File: src/rtl/quad_encoder_array.sv
// N-channel quadrature front end: per-phase sync and glitch filter, x4 decode into
// wrapping position counters, fixed-window saturating velocity and sticky error flags.
module quad_encoder_array #(
  parameter int N_CH       = 2,
  parameter int CNT_W      = 16,
  parameter int VEL_W      = 12,
  parameter int FILT_LEN   = 3,
  parameter int VEL_PERIOD = 100000
) (
  input  logic                    CLK100MHZ,
  input  logic                    CPU_RESET,
  input  logic [N_CH-1:0]         ENC_A,
  input  logic [N_CH-1:0]         ENC_B,
  input  logic [N_CH-1:0]         dir_inv,
  input  logic [N_CH-1:0]         clr_pos,
  input  logic                    err_clr,
  output logic [N_CH*CNT_W-1:0]   pos_out,
  output logic [N_CH*VEL_W-1:0]   vel_out,
  output logic                    vel_valid,
  output logic [N_CH-1:0]         err_flag
);

  localparam int FC_W  = $clog2(FILT_LEN);
  localparam int WIN_W = $clog2(VEL_PERIOD);
  localparam logic [FC_W-1:0]  FC_LAST  = FC_W'(FILT_LEN - 1);
  localparam logic [WIN_W-1:0] WIN_LAST = WIN_W'(VEL_PERIOD - 1);
  localparam logic [VEL_W-1:0] VEL_MAX  = {1'b0, {(VEL_W-1){1'b1}}};
  localparam logic [VEL_W-1:0] VEL_MIN  = {1'b1, {(VEL_W-1){1'b0}}};

  // Phase bits: [N_CH-1:0] are A, [2*N_CH-1:N_CH] are B.
  logic [2*N_CH-1:0]  w_raw;
  logic [2*N_CH-1:0]  r_sync1, r_sync2, r_filt, r_filt_d;
  logic [FC_W-1:0]    r_fcnt [2*N_CH];
  logic [2*N_CH-1:0]  w_step;
  logic [N_CH-1:0]    w_err;
  logic [2*N_CH-1:0]  r_step;
  logic [N_CH-1:0]    r_err;
  logic [N_CH*CNT_W-1:0] r_pos;
  logic [N_CH*VEL_W-1:0] r_acc, r_vel, w_acc_next;
  logic [N_CH-1:0]    r_err_flag;
  logic [WIN_W-1:0]   r_win;
  logic               r_vel_valid;
  logic               w_win_end;

  assign w_raw = {ENC_B, ENC_A};

  // Position along the forward cycle 00,10,11,01 so a legal step is a +/-1 difference.
  function automatic logic [1:0] gray_idx(input logic a, input logic b);
    return {b, a ^ b};
  endfunction

  function automatic logic [VEL_W-1:0] sat_add(input logic [VEL_W-1:0] acc,
                                               input logic [1:0] step);
    logic [VEL_W:0] sum;
    sum = {acc[VEL_W-1], acc} + {{(VEL_W-1){step[1]}}, step};
    if (sum[VEL_W] != sum[VEL_W-1]) return sum[VEL_W] ? VEL_MIN : VEL_MAX;
    return sum[VEL_W-1:0];
  endfunction

  always_ff @(posedge CLK100MHZ) begin
    if (CPU_RESET) begin
      r_sync1  <= '0;
      r_sync2  <= '0;
      r_filt   <= '0;
      r_filt_d <= '0;
      for (int j = 0; j < 2*N_CH; j++) r_fcnt[j] <= '0;
    end else begin
      r_sync1  <= w_raw;
      r_sync2  <= r_sync1;
      r_filt_d <= r_filt;
      for (int j = 0; j < 2*N_CH; j++) begin
        if (r_sync2[j] != r_filt[j]) begin
          if (r_fcnt[j] == FC_LAST) begin
            r_filt[j] <= r_sync2[j];
            r_fcnt[j] <= '0;
          end else begin
            r_fcnt[j] <= r_fcnt[j] + FC_W'(1);
          end
        end else begin
          r_fcnt[j] <= '0;
        end
      end
    end
  end

  always_comb begin
    w_step = '0;
    w_err  = '0;
    for (int ch = 0; ch < N_CH; ch++) begin
      case (gray_idx(r_filt[ch], r_filt[N_CH+ch]) - gray_idx(r_filt_d[ch], r_filt_d[N_CH+ch]))
        2'd1:    w_step[2*ch +: 2] = dir_inv[ch] ? 2'b11 : 2'b01;
        2'd3:    w_step[2*ch +: 2] = dir_inv[ch] ? 2'b01 : 2'b11;
        2'd2:    w_err[ch] = 1'b1;
        default: w_step[2*ch +: 2] = 2'b00;
      endcase
    end
  end

  assign w_win_end = (r_win == WIN_LAST);

  always_comb begin
    w_acc_next = '0;
    for (int ch = 0; ch < N_CH; ch++)
      w_acc_next[ch*VEL_W +: VEL_W] = sat_add(r_acc[ch*VEL_W +: VEL_W], r_step[2*ch +: 2]);
  end

  always_ff @(posedge CLK100MHZ) begin
    if (CPU_RESET) begin
      r_step      <= '0;
      r_err       <= '0;
      r_pos       <= '0;
      r_acc       <= '0;
      r_vel       <= '0;
      r_err_flag  <= '0;
      r_win       <= '0;
      r_vel_valid <= 1'b0;
    end else begin
      r_step      <= w_step;
      r_err       <= w_err;
      r_win       <= w_win_end ? '0 : r_win + WIN_W'(1);
      r_vel_valid <= w_win_end;
      r_err_flag  <= r_err | (r_err_flag & ~{N_CH{err_clr}});
      for (int ch = 0; ch < N_CH; ch++) begin
        if (clr_pos[ch])
          r_pos[ch*CNT_W +: CNT_W] <= '0;
        else
          r_pos[ch*CNT_W +: CNT_W] <= r_pos[ch*CNT_W +: CNT_W]
                                      + CNT_W'($signed(r_step[2*ch +: 2]));
      end
      // Velocity keeps counting through clr_pos; the closing step joins the reported window.
      if (w_win_end) begin
        r_vel <= w_acc_next;
        r_acc <= '0;
      end else begin
        r_acc <= w_acc_next;
      end
    end
  end

  assign pos_out   = r_pos;
  assign vel_out   = r_vel;
  assign vel_valid = r_vel_valid;
  assign err_flag  = r_err_flag;

endmodule

File: config.mk
export PLATFORM = sky130hd
export DESIGN_NAME = quad_encoder_array
export DESIGN_NICKNAME = d
export VERILOG_FILES = /design/src/rtl/quad_encoder_array.sv
export SDC_FILE = /design/constraint.sdc
export NUM_CORES = 1
export LEC_CHECK = 0
export ABC_CLOCK_PERIOD_IN_PS = 5680
export BUFFER_PORTS_ARGS = -buffer_cell sky130_fd_sc_hd__buf_2
export CORE_MARGIN = 2
export CORE_UTILIZATION = 63
export CTS_CLUSTER_DIAMETER = 120
export CTS_CLUSTER_SIZE = 40
export DETAILED_ROUTE_END_ITERATION = 8
export GPL_TIMING_DRIVEN = 0
export PLACE_DENSITY = 0.84
export SLEW_MARGIN = 20
export SYNTH_ARGS = -nofsm -noshare
export SYNTH_HDL_FRONTEND = slang
export SYNTH_SLANG_ARGS = --single-unit
File: constraint.sdc
create_clock -name CLK100MHZ -period 5.68 [get_ports CLK100MHZ]
set_clock_uncertainty 0.05 [all_clocks]
set_input_delay 1.42 -clock CLK100MHZ [delete_from_list [all_inputs] [get_ports CLK100MHZ]]
set_output_delay 1.42 -clock CLK100MHZ [all_outputs]
set_load 0.005 [all_outputs]
* Word level (Yosys, flattened, before mapping)
Memory sizes are Yosys's and may differ from the RTL's.
Index checks and enable logic that the tools add are counted.
** Storage, ports and cells
- Bits of input ports :: 11
- Logic and storage cells :: 145
- ROM bits :: 0
- Flip-flop bits (word level) :: 122
- Output and inout bits :: 59
- Memories kept :: 1
- Latch bits :: 0
- Memory bits (writable) :: 8
** Memory list
- r_fcnt :: words 4, bits a word 2, rd ports 4, clocked after memory_dff 0, write ports 4, RTL line 33 : logic [FC_W-1:0] r_fcnt [2*N_CH];
** Cells by class
- $lt $le $gt $ge :: 0
- Shifts and indexed selects :: 0
- Multiply operators :: 0
- Muxes and demuxes :: 74
- Div/mod/pow operators :: 0
- Bitwise operators :: 19
- Reduce and logical (&&, ||, !) cells :: 7
- Equality and inequality tests :: 17
- Add/sub/neg operators :: 11
** Operators with widths (count)
- $mux W12 :: 6
- $mux W1 :: 50
- $add A16 B16 Y16 :: 2
- $mux W2 :: 16
- $add A12 B2 Y13 :: 2
- $add A17 B1 Y17 const B :: 1
- $eq A17 B17 Y1 const B :: 1
- $eq A2 B2 Y1 const B :: 8
- $or A1 B1 Y1 :: 12
- $add A2 B1 Y2 const B :: 4
- $pmux W2 S2 :: 2
- $reduce_and A2 Y1 :: 4
- $ne A1 B1 Y1 :: 6
- $reduce_or A2 Y1 :: 3
- $eq A2 B1 Y1 const B :: 2
- $sub A2 B2 Y2 :: 2
- $xor A1 B1 Y1 :: 4
- $and A2 B2 Y2 :: 1
- $not A2 Y2 :: 1
- $or A2 B2 Y2 :: 1

* Depth between registers and ports, before layout
- Word-level depth :: 8
- Gate-level depth with buffers :: 11
- Mapped depth without buffers :: 10

* Worst setup path before layout
No wires, ideal clock.
- Kind :: register to register
- Start point :: register r_step[3]
- End point :: register r_vel[21], in the netlist vel_out[21]
- Path slack :: 2.622 ns
- Setup time :: 0.069 ns
- Data required time :: 5.561 ns
- Arrival :: 2.939 ns
- Buffers on the path :: 1
- Clock period less this slack :: 3.058 ns
- Cell stages (with the launch flop) :: 11
- Path through :: dfxtp_1 > inv_1 > fa_1 > nand2b_1 > a21oi_2 > a41oi_1 > nor4b_2 > nor2_1 > buf_6 > maj3_2 > o21ai_1
** On the way
- Longest elaborated chain between the ends :: 4
- Elaborated cells between the ends (all ways) :: 6
- Those cells by class :: 1 x add/sub; 1 x eq/ne; 4 x mux
** RTL lines
- from (decl) :: RTL line 36 : logic [2*N_CH-1:0] r_step;
- from (signal assigned) :: RTL line 118 : r_step <= w_step;
- $add A12 B2 Y13 (*) :: RTL line 55 : sum = {acc[VEL_W-1], acc} + {{(VEL_W-1){step[1]}}, step};
- $mux W12 / $ne A1 B1 Y1 (equally long branches) :: RTL line 56 : if (sum[VEL_W] != sum[VEL_W-1]) return sum[VEL_W] ? VEL_MIN : VEL_MAX;
- $mux W12 / $mux W1 (equally long branches) :: RTL line 56
- $mux W12 (*) :: RTL line 57 : return sum[VEL_W-1:0];
- to (signal assigned) :: RTL line 132 : r_vel <= w_acc_next;
- to (decl) :: RTL line 39 : logic [N_CH*VEL_W-1:0] r_acc, r_vel, w_acc_next;
Every way passes the cells marked *; elsewhere a longest branch is shown, timed or not. The select of a mux whose other input is x is not followed.
A chain may end at the register's enable or synchronous reset.

* Worst setup path after layout
- Start point :: register r_step[3]
- End point :: register r_vel[13], in the netlist vel_out[13]
Same word-level chain as after synthesis.

==> impl_metrics.json <==
{
  "synth.lib_cells_used.distinct": 66,
  "htree_levels": 4,
  "routed_wirelength_mm": 15.2,
  "post_synth_instance_area_um2": 6820,
  "reg2regPathDepth": 10,
  "unrepaired_setup_endpoints_after_global_routing": "false",
  "floorplan.io_pins": 70,
  "die_x_um": 108,
  "drt.antenna.violating_nets": 0,
  "timing.hold.worst_endpoint": "err_flag[0]",
  "worst-endpoint-arrival_ps": 3660,
  "synth_seq_cells": 130,
  "overflow": 0,
  "floorplan.die.height_um": 108,
  "initial_cell_density_of_the_core_pct": 65.5,
  "critPathLaunchType": "flop",
  "net_switching_share_of_the_total_power_pct": 22.7,
  "placement.io_buffers": 69,
  "power_frac_seq_pct": 42.2,
  "synth_warnings": 0,
  "min_from": "r_err[0]",
  "criticalPathCategory": "reg -> reg",
  "holdWs_ps": 385,
  "postSynthCellCount": 731,
  "layout-drive-gt1-share_pct": 16.3,
  "route.detailed.vias_per_inst": 5.84,
  "critPathRequiredTime_ps": 6080,
  "synth_flop_cell": "dfxtp_1",
  "achievable-frequency_mhz": 307,
  "timing.critical_path.from": "r_step[3]",
  "cts_tree": "yes",
  "route.detailed.wl_per_inst_um": 15.6,
  "total_switching_power_uw": 514,
  "numCtsBuffers": 17,
  "place.detailed.instances": 943,
  "yosysTopAreaCellShare_pct": 35.8,
  "regToRegSetupSlack_ps": 2420,
  "final-instance-count-excl-fill": 975,
  "timing.critical_path.cells": "inv_1 -> fa_1 -> nand2b_1 -> a21oi_2 -> a41oi_1 -> nor4b_2 -> nor2_1 -> buf_6 -> maj3_2 -> o21ai_1",
  "synthTopCellsByArea": "dfxtp_1 (36%), ha_1 (11%), nor2_1 (5.3%)",
  "hold_viol": 0,
  "power.clock.fraction_pct": 51.3,
  "vdd.ir_drop.worst_v": 0.000181,
  "worstReg2RegEnd": "vel_out[13]",
  "instance_area_at_placement_um2": 7360,
  "antenna_cells_inserted": 0,
  "global_route.usage.total_pct": 27.1,
  "synth.avg_cell_area_um2": 9.33,
  "rows": 37,
  "status": "finished, final reports clean",
  "maxCapViolations": 0,
  "floorplan.die_area_um2": 11700,
  "setup-violations-final": 0,
  "slew_headroom_pct": 52.3,
  "pwr-share-comb_pct": 6.4,
  "synthTopCellsByCount": "dfxtp_1 (122), nor2_1 (96), ha_1 (61)",
  "period_share_pct": 57.4,
  "end_kind": "flop",
  "root_buffer": "clkbuf_8",
  "path_max_fanout": 27,
  "place.detailed.hpwl_mm": 10.7,
  "drc": 0,
  "holdBufCountCts": 0,
  "internal_power_uw": 1750,
  "vias": 5692,
  "gp_congestion": 0.901,
  "leakagePower_uw": 0.00360,
  "synthDominantAreaCellType": "dfxtp_1",
  "max_stage_delay_ps": 730,
  "finalMaxSlewViolations": 0,
  "pwr_density_cell_nw_per_um2": 283,
  "timing.setup.tns_ps": 0,
  "syn_to_final_growth_pct": 17.4,
  "design_area_um2": 8000,
  "path_clk_slew_ps": 60,
  "max_slew.worst_pin.slew_ps": 715,
  "hold_path_class": "reg -> reg",
  "grt_max_degree": 29,
  "drt-pass1-iter-count": 5,
  "final_period_minus_worst_setup_slack_ps": 3260,
  "count_of_flip_flops_with_a_built_in_enable_after_synthesis": 8,
  "drtIter0Drc": 339,
  "grt_pass1_vias": 5543,
  "share_of_synthesized_flip_flops_with_an_asynchronous_set_or_reset_pct": 0,
  "critical_path.slowest_cell": "dfxtp_2",
  "clock_tree.buffer_depth": 2,
  "post_cts.resized_instances": 0,
  "floorplan.core_area_um2": 10400,
  "worstHoldPathCells": 2,
  "fin_nets": 902,
  "clkSinkCount": 130,
  "worstSkewPairLatency_ps": 530,
  "cts_setup_buffers": 0,
  "fillCellCount": 709,
  "antenna_violations_before_repair": 0,
  "seq_area_frac_synth_pct": 39.3,
  "r2r-start": "r_step[3]",
  "global_route_wire_length_before_repair_mm": 25.1,
  "post-synth-top-count-cell": "dfxtp_1"
}
layer usage:
metal	track usage, %	part of all wire (%)
met5	0	0
met4	12.2	2.5
met3	5.85	5.2
met2	46.6	49
met1	32.6	43
power groups by stage:
stage / clock network [uW] / registers (uW) / logic, uW
2_1_floorplan: 0 / 973 / 108
3_3_place_gp: 0 / 976 / 135
3_5_place_dp: 0 / 976 / 142
4_1_cts: 1170 / 957 / 144
5_1_grt: 1220 / 959 / 161
6_report: 1160 / 957 / 146
worst max-delay path: cells and delay by family (launching register included):
kind | cells | cell delay [ps]
DFF | 1 | 730
adders and majority gates | 2 | 820
and+or+nand+nor | 3 | 620
buffers and inverters | 2 | 380
AOI/OAI and AO/OA | 3 | 560
registers in the layout (all words and copies together) (netlist names), 8 cells and up:
name,count
vel_out,24
r_acc,24
r_fcnt,8
pos_out,32
r_win,17
metrics by stage:
stage / total power [uW] / worst slack [ps] / utilization (%)
after floorplan: 1080 / 2620 / -
after global placement: 1110 / 2070 / 70.7
after detailed placement: 1120 / 2020 / 70.7
after CTS: 2270 / 1990 / 76.8
after global routing: 2340 / 2180 / 76.8
final: 2270 / 2420 / 76.8
cells by family after synthesis:
logic type               after synthesis  share of synthesized area (%)
other                                  1                         0.0550
XOR/XNOR                              67                           8.60
flip-flops                           130                           39.3
multiplexers                           4                          0.587
AO/OA/AOI/OAI                        168                           16.6
AND/OR/NAND/NOR                      231                           16.4
adder cells (fa/ha/maj)               86                           15.7
buffers and inverters                 44                           2.75
how the worst max path moves through the flow:
stage | end | slack, ps | cells after the start
3_3_place_gp | vel_out[12] | 2070 | 10
6_report | vel_out[13] | 2420 | 10
5_1_grt | vel_out[15] | 2180 | 10
3_5_place_dp | vel_out[15] | 2020 | 10
4_1_cts | vel_out[21] | 1990 | 10
2_1_floorplan | vel_out[21] | 2620 | 10
cell usage in the layout (no fill, tap or decap), types with 23 or more instances in the layout:
cell,instances
a21o_1,23
nor2_1,96
dfxtp_1,120
xor2_1,35
ha_1,61
buf_2,75
xnor2_1,32
nand2_1,37
a21oi_1,39
o21ai_1,23
cell type report:
type	count	area [um2]	area share, %
Buffer	22	105	1.31
Clock buffer	22	495	6.19
Clock inverter	10	144	1.80
Inverter	22	82.6	1.03
Multi-Input combinational cell	564	3980	49.7
Sequential cell	130	2690	33.5
Tap cell	136	170	2.13
Timing Repair Buffer	69	345	4.31
Note: power is estimated with default switching activity, not from simulation.
